===== src/rtl/seq_pattern_tx.sv =====
// seq_pattern_tx: serial pattern transmitter, MSB first, one bit per clock.
//
// Sends a default or loaded WIDTH-bit pattern. The pattern repeats repeat_n
// times (0 is treated as 1), with `gap` idle cycles between repetitions.
// Every output is registered and is valid one cycle after the deciding edge.
//
// Ports:
//   clk          system clock, rising edge
//   reset        synchronous, active-high reset
//   start        begin a transmission (accepted in IDLE only)
//   use_default  1: send PATTERN, 0: send pattern_in (sampled with start)
//   pattern_in   user pattern, MSB first (sampled with start)
//   repeat_n     repetition count, 0 behaves as 1 (sampled with start)
//   gap          idle cycles between repetitions (sampled with start)
//   abort        cancel the current transmission without a done pulse
//   x_out        serial data line
//   valid        x_out carries a pattern bit this cycle
//   busy         high while sending or gapping
//   done         one-cycle pulse after the final bit
module seq_pattern_tx #(
   parameter int unsigned       WIDTH      = 4,
   parameter logic [WIDTH-1:0]  PATTERN    = 4'b1001,
   parameter int unsigned       CNT_W      = 4,
   parameter int unsigned       GAP_W      = 3,
   parameter logic              IDLE_LEVEL = 1'b0
) (
   input  logic             clk,
   input  logic             reset,
   input  logic             start,
   input  logic             use_default,
   input  logic [WIDTH-1:0] pattern_in,
   input  logic [CNT_W-1:0] repeat_n,
   input  logic [GAP_W-1:0] gap,
   input  logic             abort,
   output logic             x_out,
   output logic             valid,
   output logic             busy,
   output logic             done
);

   localparam int unsigned BW = $clog2(WIDTH);

   typedef enum logic [1:0] {StIdle, StSend, StGap, StDone} state_e;

   state_e           state_q;
   logic [WIDTH-1:0] pat_q;     // pattern latched at start, reused for every repetition
   logic [WIDTH-1:0] shreg_q;   // bits still to send in the current repetition, MSB next
   logic [BW-1:0]    bit_cnt_q; // index of the bit currently on x_out
   logic [CNT_W-1:0] reps_q;    // repetitions left, including the current one
   logic [GAP_W-1:0] gap_len_q;
   logic [GAP_W-1:0] gap_cnt_q;
   logic [WIDTH-1:0] load_pat;

   assign load_pat = use_default ? PATTERN : pattern_in;

   always_ff @(posedge clk) begin
      if (reset) begin
         state_q   <= StIdle;
         pat_q     <= '0;
         shreg_q   <= '0;
         bit_cnt_q <= '0;
         reps_q    <= '0;
         gap_len_q <= '0;
         gap_cnt_q <= '0;
         x_out     <= IDLE_LEVEL;
         valid     <= 1'b0;
         busy      <= 1'b0;
         done      <= 1'b0;
      end else begin
         done <= 1'b0;
         unique case (state_q)
            StIdle: begin
               // abort in the same cycle drops the start
               if (start && !abort) begin
                  pat_q     <= load_pat;
                  x_out     <= load_pat[WIDTH-1];
                  shreg_q   <= load_pat << 1;
                  bit_cnt_q <= BW'(WIDTH - 1);
                  reps_q    <= (repeat_n == '0) ? CNT_W'(1) : repeat_n;
                  gap_len_q <= gap;
                  valid     <= 1'b1;
                  busy      <= 1'b1;
                  state_q   <= StSend;
               end
            end

            StSend: begin
               if (abort) begin
                  x_out   <= IDLE_LEVEL;
                  valid   <= 1'b0;
                  busy    <= 1'b0;
                  state_q <= StIdle;
               end else if (bit_cnt_q != '0) begin
                  x_out     <= shreg_q[WIDTH-1];
                  shreg_q   <= shreg_q << 1;
                  bit_cnt_q <= bit_cnt_q - 1'b1;
               end else if (reps_q <= CNT_W'(1)) begin
                  // LSB of the final repetition was just on the line
                  reps_q  <= '0;
                  x_out   <= IDLE_LEVEL;
                  valid   <= 1'b0;
                  busy    <= 1'b0;
                  done    <= 1'b1;
                  state_q <= StDone;
               end else begin
                  reps_q <= reps_q - 1'b1;
                  if (gap_len_q == '0) begin
                     // back-to-back: next MSB follows with valid held high
                     x_out     <= pat_q[WIDTH-1];
                     shreg_q   <= pat_q << 1;
                     bit_cnt_q <= BW'(WIDTH - 1);
                  end else begin
                     gap_cnt_q <= gap_len_q;
                     x_out     <= IDLE_LEVEL;
                     valid     <= 1'b0;
                     state_q   <= StGap;
                  end
               end
            end

            StGap: begin
               if (abort) begin
                  x_out   <= IDLE_LEVEL;
                  valid   <= 1'b0;
                  busy    <= 1'b0;
                  state_q <= StIdle;
               end else if (gap_cnt_q == GAP_W'(1)) begin
                  gap_cnt_q <= '0;
                  x_out     <= pat_q[WIDTH-1];
                  shreg_q   <= pat_q << 1;
                  bit_cnt_q <= BW'(WIDTH - 1);
                  valid     <= 1'b1;
                  state_q   <= StSend;
               end else begin
                  gap_cnt_q <= gap_cnt_q - 1'b1;
               end
            end

            StDone: begin
               // start and abort are both ignored here
               state_q <= StIdle;
            end

            default: begin
               x_out   <= IDLE_LEVEL;
               valid   <= 1'b0;
               busy    <= 1'b0;
               state_q <= StIdle;
            end
         endcase
      end
   end

endmodule

===== config.mk =====
export PLATFORM = sky130hd
export DESIGN_NAME = seq_pattern_tx
export DESIGN_NICKNAME = d
export VERILOG_FILES = /design/src/rtl/seq_pattern_tx.sv
export SDC_FILE = /design/constraint.sdc
export NUM_CORES = 1
export LEC_CHECK = 0
export CAP_MARGIN = 30
export CORE_ASPECT_RATIO = 0.7
export CORE_MARGIN = 3
export CORE_UTILIZATION = 45
export CTS_CLUSTER_SIZE = 30
export DETAILED_ROUTE_END_ITERATION = 16
export DONT_BUFFER_PORTS = 1
export GPL_ROUTABILITY_DRIVEN = 0
export SYNTH_ARGS = -nofsm -noshare
export SYNTH_HDL_FRONTEND = slang
export SYNTH_SLANG_ARGS = --single-unit

===== constraint.sdc =====
create_clock -name clk -period 2.7 [get_ports clk]
set_clock_uncertainty 0.1 [all_clocks]
set_input_delay 0.135 -clock clk [delete_from_list [all_inputs] [get_ports clk]]
set_output_delay 0.135 -clock clk [all_outputs]
set_load 0.01 [all_outputs]

## Word-level counts from Yosys, hierarchy flattened

Cells that the tools add are included.

- Input bits: 16
- Register bits after elaboration: 26
- Output and inout bits: 4

- Equality and inequality tests: 18
- Bitwise logic cells: 1
- Add/subtract/negate cells: 3
- Order comparisons: 1
- Reduce and logical (&&, ||, !) cells: 18
- Mux-type cells: 60

Operators with widths:

| cell | count |
|---|---|
| $mux W4 | 13 |
| $mux W2 | 14 |
| $mux W1 | 19 |
| $mux W3 | 6 |
| $ne A2 B2 Y1 const B | 8 |
| $ne A3 B3 Y1 const B | 5 |
| $pmux W4 S3 | 1 |
| $reduce_and A5 Y1 | 2 |
| $pmux W1 S3 | 3 |
| $pmux W2 S4 | 1 |
| $pmux W4 S2 | 1 |
| $reduce_and A4 Y1 | 2 |
| $reduce_and A7 Y1 | 1 |
| $pmux W2 S3 | 1 |
| $pmux W3 S2 | 1 |
| $reduce_and A6 Y1 | 1 |
| $reduce_bool A2 Y1 | 3 |
| $eq A2 B2 Y1 const B | 2 |
| $le A4 B1 Y1 const B | 1 |
| $logic_not A4 Y1 | 1 |
| $ne A4 B4 Y1 const B | 1 |
| $reduce_or A4 Y1 | 1 |
| $sub A4 B1 Y4 const B | 1 |
| $eq A3 B1 Y1 const B | 1 |
| other kinds (11) | 11 |

## Longest topological paths before layout

Gate-level depths: netlist of run 1.

- Depth in word-level cells: 6
- Gate-level depth with buffers: 8

## Least setup slack after synthesis of run 1

Ideal clock, no wire load.

- Path kind: register to register
- Start point: reg gap_cnt_q[0]
- End point: reg shreg_q[1]
- Period minus slack after synthesis: 1927 ps
- Setup time: 128 ps
- Path buffers: 0
- Arrival time: 1700 ps
- Stages on the path, launching flop included: 7
- Slack: 773 ps
- Required time: 2472 ps
- Cells stage by stage: dfxtp_1 -> ha_1 -> or3b_1 -> a221o_1 -> a31oi_4 -> mux2i_1 -> nor2_1

- Longest elaborated chain between the ends: 3

RTL lines:

| element | line | RTL |
|---|---|---|
| start: declaration | 51 | `logic [GAP_W-1:0] gap_cnt_q;` |
| start signal: assignment | 113 | `gap_cnt_q <= gap_len_q;` |
| start signal: assignment | 135 | `gap_cnt_q <= gap_cnt_q - 1'b1;` |
| $eq A3 B1 Y1 | 127 | `end else if (gap_cnt_q == GAP_W'(1)) begin` |
| $ne A2 B2 Y1 (no source line) | -- |  |
| $reduce_and A7 Y1 (no source line) | -- |  |
| end signal: assignment | 95 | `shreg_q <= shreg_q << 1;` |
| end signal: assignment | 110 | `shreg_q <= pat_q << 1;` |
| end signal: assignment | 130 | `shreg_q <= pat_q << 1;` |
| end: declaration | 47 | `logic [WIDTH-1:0] shreg_q;` |

Every way passes these cells.
A chain may end at the register's enable or synchronous reset.

## Final worst setup path of run 1

- Start point: reg state_q[1]
- End point: reg x_out

- Longest elaborated chain between the ends: 3

RTL lines:

| element | line | RTL |
|---|---|---|
| start: declaration | 45 | `state_e state_q;` |
| start signal: assignment | 58 | `state_q <= StIdle;` |
| start signal: assignment | 83 | `state_q <= StSend;` |
| start signal: assignment | 92 | `state_q <= StIdle;` |
| $eq A2 B2 Y1 (tied with other cells) | 71 | `unique case (state_q)` |
| $ne A3 B3 Y1 (no source line) (tied with other cells) | -- |  |
| $reduce_and A3 Y1 (no source line) | -- |  |
| end signal: assignment | 76 | `x_out <= load_pat[WIDTH-1];` |
| end signal: assignment | 94 | `x_out <= shreg_q[WIDTH-1];` |
| end signal: assignment | 109 | `x_out <= pat_q[WIDTH-1];` |
| end: declaration | 35 | `output logic x_out,` |

Parallel ways exist; a longest one is shown, timed or not.

==> results.sh, run 1 <==
export IMPL_status="finished, final reports clean"
export IMPL_cp_arrival_ns=2.44
export IMPL_layout_common_cells="dfxtp_1 (25), nor2_1 (22), nand2_1 (16)"
export IMPL_final_common_cell="dfxtp_1"
export IMPL_core_um2=2940
export IMPL_cts_root_buf="clkbuf_8"
export IMPL_worstSetupPathType="flip-flop to flip-flop"
export IMPL_drv_cap=0
export IMPL_worst_slew_pin_slew_ns=0.951
export IMPL_reg2reg_slack_ns=0.35
export IMPL_register_area_um2=500
export IMPL_clock_fmax_mhz=425
export IMPL_required_ns=2.79
export IMPL_multi_input_area_um2=878
export IMPL_slew_headroom=0.364
export IMPL_ant_nets=0
export IMPL_r2r_start="state_q[1]"
export IMPL_viasPerCell=5.76
export IMPL_cellPowerDensity_nw_per_um2=651
export IMPL_antenna_found_initial=0
export IMPL_synth_top_area_frac=0.341
export IMPL_dp_hpwl_mm=2.51
export IMPL_setup_violations=0
export IMPL_hold_path_class="input port to flip-flop"
export IMPL_period_minus_slack_ns=2.35
export IMPL_cts_inserted_buffers=3
export IMPL_cts_tree="built"
export IMPL_yosys_warnings=0
export IMPL_dieArea_um2=4000
export IMPL_start_util=0.499
export IMPL_p_leak_nw=0.585
export IMPL_drt_pass1_iterations=4
export IMPL_die_y_um=53.8
export IMPL_grt_use_total=0.196
export IMPL_final_max_slew_viol_count=0
export IMPL_ctsResizeCount=0
export IMPL_rows=16
export IMPL_ir_drop_uv=305
export IMPL_grt_pass1_vias=1287
export IMPL_finalSetupTns_ns=0
export IMPL_fp_dieW_um=74.3
export IMPL_critPathMaxFanout=14
export IMPL_fin_crit_sh=0.872
export IMPL_rsz0062_at_grt="false"
export IMPL_ys_types=43
export IMPL_clk_insertion_delay_late_ns=0.27
export IMPL_nNetsFinal=211
export IMPL_syn_inst=183
export IMPL_min_path_cells=2
export IMPL_async_reset_ff_frac=0
export IMPL_synth_top_area_cell="dfxtp_1"
export IMPL_cts_path_max_buffers=2
export IMPL_drt_wl_total_mm=3.39
export IMPL_area_growth_pct=8.77
export IMPL_ys_seq_area_frac=0.341
export IMPL_ys_top_cells_by_area="dfxtp_1 (34%), ha_1 (7.7%), nor2_1 (5.6%)"
export IMPL_synthFlopType="dfxtp_1"
export IMPL_io_pins=20
export IMPL_r2r_end="x_out"
export IMPL_clock_sinks=25
export IMPL_hold_violations=0
export IMPL_drc=0
export IMPL_grt_pass1_wl_mm=5.91
export IMPL_dpl_cell_area_um2=1470
export IMPL_synth_area_um2=1470
export IMPL_fin_area_um2=1600
export IMPL_overflow=0
export IMPL_portBuffers=0
export IMPL_avgSynthCellArea_um2=8.03
export IMPL_fillers=281
export IMPL_syn_num_nets=208
export IMPL_num_vias=1274
export IMPL_yosys_register_bits=25
export IMPL_grt_start_max_net_pins=26
export IMPL_place_ws_ns=0.418
export IMPL_crit_path_start_kind="flip-flop"
export IMPL_htreeDepth=1
export IMPL_cp_end_kind="flip-flop"
export IMPL_finalHoldWorstSlack_ns=0.0131
export IMPL_hold_end="reps_q[3]"
export IMPL_path_clk_slew_ns=0.09
export IMPL_dr_first_iter_drc_count=69
export IMPL_antennaDiodeCount=0
export IMPL_ff2ff_path_depth=7
export IMPL_finalWorstSetupSlack_ns=0.347
export IMPL_drt_wirelength_per_cell_um=15.4
export IMPL_totalPowerFinal_mw=1.04
export IMPL_hp_start="repeat_n[3]"
export IMPL_layout_drive_gt1_share=0.0486
export IMPL_synth_edf_count=0
## stage by stage
stage | instances | utilization
CTS | 221 | 0.543
floorplan | 183 | -
detailed placement | 209 | 0.500
global route | 221 | 0.543
finish | 221 | 0.543
global placement | 209 | 0.500
## repair_timing
action / CTS / global route
setup endpoints to repair: 0 / 0
buffers inserted: 0 / 0
hold endpoints to repair: 25 / 0
hold buffers: 8 / 0
## power by group
group / switching [mW] / total [mW] / internal, mW
registers: 0.0407 / 0.456 / 0.415
clock network: 0.115 / 0.221 / 0.106
logic: 0.217 / 0.364 / 0.147
## worst max-delay path by stage
stage | from | endpoint | slack [ns] | cells past startpoint
2_1_floorplan | gap_cnt_q[0] | shreg_q[1] | 0.77 | 6
3_3_place_gp | state_q[1] | x_out | 0.55 | 7
3_5_place_dp | state_q[1] | x_out | 0.42 | 7
4_1_cts | state_q[1] | x_out | 0.37 | 7
5_1_grt | state_q[1] | x_out | 0.15 | 7
6_report | state_q[1] | x_out | 0.35 | 7
## layout make-up
| cell class | instances | share of cell area |
|---|---|---|
| multi-input cells | 135 | 0.550 |
| repair buffers | 8 | 0.0501 |
| flip-flops and latches | 25 | 0.313 |
| clock buffers | 4 | 0.0282 |
| well taps | 36 | 0.0282 |
| inverters | 13 | 0.0305 |
## logic make-up after synthesis
logic type / count (synthesis) / share of synthesized area
XOR/XNOR: 1 / 0.00596
adder cells (fa/ha/maj): 9 / 0.0767
buffers and inverters: 23 / 0.0613
flip-flops: 25 / 0.341
AND/OR/NAND/NOR: 71 / 0.235
AO/OA/AOI/OAI: 48 / 0.239
multiplexers: 6 / 0.0409
## per-layer routing
| layer | track usage | up-vias | part of all wire | wire, µm |
|---|---|---|---|---|
| li1 | - | 653 | - | - |
| met4 | 0.0651 | 0 | 0.012 | 42 |
| met5 | 0 | - | 0 | 0 |
| met1 | 0.273 | 589 | 0.51 | 1730 |
| met3 | 0.0336 | 5 | 0.040 | 135 |
| met2 | 0.310 | 27 | 0.44 | 1480 |
## flip-flops by register name, indices dropped and copies added (netlist names)
| name | cells |
|---|---|
| state_q | 2 |
| done | 1 |
| gap_len_q | 3 |
| shreg_q | 3 |
| valid | 1 |
| reps_q | 4 |
| gap_cnt_q | 3 |
| pat_q | 4 |
| x_out | 1 |
| busy | 1 |
| bit_cnt_q | 2 |
## critical path: stages (launching register included)
cell and delay, ns:
dfxtp_1 0.35, inv_1 0.09, ha_1 0.49, nor2b_1 0.47
a32oi_1 0.17, o211ai_1 0.11, or3b_1 0.36, a21oi_1 0.13
## cell usage after synthesis (all sizes together), types with 5 or more instances
cell type	instances
clkbuf	6
dfxtp	25
nor2	23
inv	13
ha	9
mux2i	6
a21oi	13
nor3	11
nor2b	5
o21ai	8
nand2	16
No activity file was read; power rests on OpenSTA's default activity.
==> run 2: changes to the inputs <==
--- a/config.mk
+++ b/config.mk
@@ -9,6 +9,7 @@
 export CORE_ASPECT_RATIO = 0.7
 export CORE_MARGIN = 3
 export CORE_UTILIZATION = 45
+export CTS_BUF_LIST = sky130_fd_sc_hd__clkbuf_8
 export CTS_CLUSTER_SIZE = 30
 export DETAILED_ROUTE_END_ITERATION = 16
 export DONT_BUFFER_PORTS = 1
==> run 2 against run 1 <==
  * Final area did not move
  * Utilization did not move
  * Largest cell class unchanged
  * Wire length rose by 0.41%
  * Non-clock buffer count did not move
  * Critical path depth did not move
  * Total power fell by 0.23%
  * Setup slack got worse by 0.012 ns
  * Sequential cell count did not move
==> results.sh, run 2 (same netlist as run 1, synthesis figures left out) <==
export IMPL_dp_hpwl_mm=2.51
export IMPL_nNetsFinal=211
export IMPL_overflow=0
export IMPL_stdcell_count=221
export IMPL_htreeDepth=1
export IMPL_worst_slew_pin_slew_ns=0.947
export IMPL_critPathMaxFanout=14
export IMPL_layout_drive_gt1_share=0.0486
export IMPL_io_pins=20
export IMPL_core_um2=2940
export IMPL_final_max_slew_viol_count=0
export IMPL_clk_insertion_delay_late_ns=0.27
export IMPL_drt_wl_total_mm=3.41
export IMPL_final_common_cell="dfxtp_1"
export IMPL_viasPerCell=5.78
export IMPL_setup_violations=0
export IMPL_p_leak_nw=0.589
export IMPL_rows=16
export IMPL_dr_first_iter_drc_count=68
export IMPL_grt_start_max_net_pins=26
export IMPL_ant_nets=0
export IMPL_antennaDiodeCount=0
export IMPL_grt_use_total=0.196
export IMPL_antenna_found_initial=0
export IMPL_layout_common_cells="dfxtp_1 (25), nor2_1 (22), nand2_1 (16)"
export IMPL_required_ns=2.79
export IMPL_ir_drop_uv=305
export IMPL_status="finished, final reports clean"
export IMPL_drc=0
export IMPL_slew_headroom=0.366
export IMPL_cellPowerDensity_nw_per_um2=650
export IMPL_cp_end_kind="flip-flop"
export IMPL_drt_pass1_iterations=4
export IMPL_drv_cap=0
export IMPL_cp_arrival_ns=2.46
export IMPL_cts_inserted_buffers=3
export IMPL_fp_dieW_um=74.3
export IMPL_finalWorstSetupSlack_ns=0.335
export IMPL_num_vias=1278
export IMPL_ff2ff_path_depth=7
export IMPL_rsz0062_at_grt="false"
export IMPL_finalSetupTns_ns=0
export IMPL_hold_violations=0
export IMPL_drt_wirelength_per_cell_um=15.4
export IMPL_area_growth_pct=8.77
export IMPL_portBuffers=0
export IMPL_min_path_cells=2
export IMPL_cts_path_max_buffers=2
export IMPL_cts_tree="built"
export IMPL_path_clk_slew_ns=0.09
export IMPL_reg_top3="pat_q (4), reps_q (4)"
export IMPL_cts_root_buf="clkbuf_8"
export IMPL_hold_path_class="input port to flip-flop"
export IMPL_finalHoldWorstSlack_ns=0.0118
export IMPL_start_util=0.499
export IMPL_clock_fmax_mhz=423
export IMPL_clock_sinks=25
export IMPL_period_minus_slack_ns=2.37
export IMPL_worstSetupPathType="flip-flop to flip-flop"
export IMPL_die_y_um=53.8
export IMPL_fin_crit_sh=0.876
export IMPL_dieArea_um2=4000
export IMPL_dp_cells=209
export IMPL_grt_pass1_vias=1287
export IMPL_place_ws_ns=0.418
export IMPL_grt_pass1_wl_mm=5.91
export IMPL_ctsResizeCount=0
export IMPL_crit_path_start_kind="flip-flop"
run 2: changes by cell type in the layout (fill, tap and decap cells not counted):
cell      delta
clkbuf_1     -1
inv_1        +1
run 2: where the power goes:
group          internal [mW]  switching [mW]
clock network          0.102           0.116
registers              0.415          0.0406
logic                  0.147           0.217
run 2: what timing repair did:
action                                 CTS  global route
endpoints found under the hold margin   25             0
buffers inserted                         0             0
hold buffers                             8             0
run 2: layer usage:
| metal | vias to the layer above | track usage | share of wire |
|---|---|---|---|
| met5 | - | 0 | 0 |
| met4 | 0 | 0.0651 | 0.012 |
| met3 | 5 | 0.0336 | 0.039 |
| met2 | 24 | 0.310 | 0.44 |
| met1 | 595 | 0.273 | 0.51 |
| li1 | 654 | - | - |
run 2: worst max-delay path, cell delays in order (launching register included):
cell and delay [ns]:
dfxtp_1 0.36, inv_1 0.09, ha_1 0.50, nor2b_1 0.47, a32oi_1 0.16, o211ai_1 0.11
or3b_1 0.36, a21oi_1 0.13
run 2: final cells by class:
cell class,instances,area [µm²]
Fill cell,281,1350
Sequential cell,25,500
Inverter,13,48.8
Tap cell,36,45.0
Timing Repair Buffer,8,80.1
Multi-Input combinational cell,135,878
Clock inverter,1,3.75
Clock buffer,3,41.3
run 2: stage by stage:
stage | total power, mW | utilization | cell area, µm²
5_1_grt | 1.11 | 0.543 | 1600
4_1_cts | 1.05 | 0.543 | 1600
3_3_place_gp | 0.799 | 0.500 | 1470
3_5_place_dp | 0.807 | 0.500 | 1470
2_1_floorplan | 0.747 | - | 1470
6_report | 1.04 | 0.543 | 1600
run 2: worst paths after layout:
path,startpoint,end,slack [ns]
max reg2reg,state_q[1],x_out,0.33
min,repeat_n[3],reps_q[3],0.01
min reg2reg,pat_q[1],pat_q[1],0.38
max,state_q[1],x_out,0.33
==> run 3: changes to the inputs <==
--- a/config.mk
+++ b/config.mk
@@ -14,6 +14,7 @@
 export DETAILED_ROUTE_END_ITERATION = 16
 export DONT_BUFFER_PORTS = 1
 export GPL_ROUTABILITY_DRIVEN = 0
+export PLACE_DENSITY_LB_ADDON = 0.3
 export SYNTH_ARGS = -nofsm -noshare
 export SYNTH_HDL_FRONTEND = slang
 export SYNTH_SLANG_ARGS = --single-unit
==> run 3 against run 2 <==
  * Sequential cell count stayed put
  * Utilization unchanged
  * Combinational power is essentially flat
  * Via count up 0.94%
  * Register-to-register slack got worse by 0.03 ns
  * Critical path type unchanged
==> results.sh, run 3 (same netlist as run 1, synthesis figures left out) <==
export IMPL_clk_insertion_delay_late_ns=0.27
export IMPL_cts_tree="built"
export IMPL_reg_top3="pat_q (4), reps_q (4)"
export IMPL_worst_slew_pin_slew_ns=1.00
export IMPL_rows=16
export IMPL_finalSetupTns_ns=0
export IMPL_finalWorstSetupSlack_ns=0.306
export IMPL_rsz0062_at_grt="false"
export IMPL_final_max_slew_viol_count=0
export IMPL_cts_root_buf="clkbuf_8"
export IMPL_htreeDepth=1
export IMPL_dr_wl_met2_mm=1.59
export IMPL_cp_end_kind="flip-flop"
export IMPL_finalHoldWorstSlack_ns=0.0146
export IMPL_dp_hpwl_mm=2.52
export IMPL_worstSetupPathType="flip-flop to flip-flop"
export IMPL_required_ns=2.80
export IMPL_fin_crit_sh=0.887
export IMPL_place_ws_ns=0.379
export IMPL_cellPowerDensity_nw_per_um2=652
export IMPL_cp_arrival_ns=2.49
export IMPL_p_comb_frac=0.352
export IMPL_switchingPower_mw=0.377
export IMPL_clkPwrFrac=0.211
export IMPL_nNetsFinal=211
export IMPL_path_buf_inv=1
export IMPL_status="finished, final reports clean"
export IMPL_cts_path_max_buffers=2
export IMPL_dp_cells=209
export IMPL_path_clk_slew_ns=0.09
export IMPL_p_int_mw=0.664
export IMPL_clock_sinks=25
export IMPL_io_pins=20
export IMPL_grt_pass1_vias=1200
export IMPL_final_common_cell="dfxtp_1"
export IMPL_layout_drive_gt1_share=0.0486
export IMPL_viasPerCell=5.84
export IMPL_dr_max_layer_used="met4"
export IMPL_hold_violations=0
export IMPL_crit_slowest_cell="ha_1"
export IMPL_overflow=0
export IMPL_grt_use_total=0.183
export IMPL_cts_inserted_buffers=3
export IMPL_drt_pass1_iterations=4
export IMPL_crit_path_start_kind="flip-flop"
export IMPL_drc=0
export IMPL_drt_wl_total_mm=3.43
export IMPL_critPathMaxFanout=14
export IMPL_critPathTopFamily="simple AND/OR/NAND/NOR gates"
export IMPL_die_y_um=53.8
export IMPL_core_um2=2940
export IMPL_ir_drop_uv=297
export IMPL_slew_headroom=0.329
export IMPL_dr_first_iter_drc_count=63
export IMPL_drt_wirelength_per_cell_um=15.5
export IMPL_grt_pass1_wl_mm=5.57
export IMPL_portBuffers=0
export IMPL_drt_met1_wl_mm=1.69
export IMPL_dieArea_um2=4000
export IMPL_antenna_found_initial=0
export IMPL_p_leak_nw=0.586
export IMPL_p_sw_frac=0.362
export IMPL_stdcell_count=221
export IMPL_dpl_cell_area_um2=1470
export IMPL_p_seq_frac=0.437
export IMPL_drv_cap=0
export IMPL_antennaDiodeCount=0
export IMPL_start_util=0.499
export IMPL_area_growth_pct=8.77
export IMPL_fin_area_um2=1600
export IMPL_grt_start_max_net_pins=26
export IMPL_fp_dieW_um=74.3
export IMPL_hold_path_class="input port to flip-flop"
export IMPL_layout_common_cells="dfxtp_1 (25), nor2_1 (22), nand2_1 (16)"
export IMPL_met3_length_um=144
export IMPL_ant_nets=0
export IMPL_fillers=282
export IMPL_num_vias=1290
export IMPL_setup_violations=0
export IMPL_crit_chain="inv_1, ha_1, nor2b_1, a32oi_1, o211ai_1, or3b_1, a21oi_1"
export IMPL_max_stage_delay_ns=0.50
export IMPL_period_minus_slack_ns=2.39
export IMPL_clock_fmax_mhz=418
run 3: cell counts in the layout (fill, tap and decap cells not counted):
Identical to the previous run, type by type.
run 3: path summary, 6_finish.rpt:
kind                  from       end  slack, ns  cells past startpoint
max             state_q[1]     x_out       0.31                      7
min reg2reg       pat_q[1]  pat_q[1]       0.38                      2
min          pattern_in[0]  pat_q[0]       0.01                      2
max reg2reg     state_q[1]     x_out       0.31                      7
run 3: timing repair:
item,CTS,global route
hold buffers,8,0
endpoints found under the hold margin,25,0
resized for setup,0,0
buffers inserted,0,0
run 3: metrics by stage:
stage / power [mW] / utilization
global placement: 0.793 / 0.500
CTS: 1.04 / 0.543
finish: 1.04 / 0.543
floorplan: 0.747 / -
detailed placement: 0.807 / 0.500
global route: 1.10 / 0.543
run 3: power by group through the flow:
stage	Combinational, mW	Sequential [mW]	Clock [mW]
4_1_cts	0.361	0.455	0.223
6_report	0.367	0.455	0.220
3_3_place_gp	0.332	0.462	0
5_1_grt	0.405	0.461	0.238
3_5_place_dp	0.345	0.462	0
2_1_floorplan	0.294	0.453	0
run 3: per-layer routing:
metal / global-route usage / vias to the layer above
met2: 0.297 / 26
met4: 0.0355 / 0
met1: 0.253 / 612
li1: - / 650
met3: 0.0392 / 2
met5: 0 / -
run 3: cell type report:
cell class,instances,area [µm²],share of cell area
repair buffers,8,80.1,0.0501
clock buffers,3,41.3,0.0258
well taps,36,45.0,0.0282
multi-input cells,135,878,0.550
flip-flops and latches,25,500,0.313
inverters,13,48.8,0.0305
clock inverters,1,3.75,0.00235
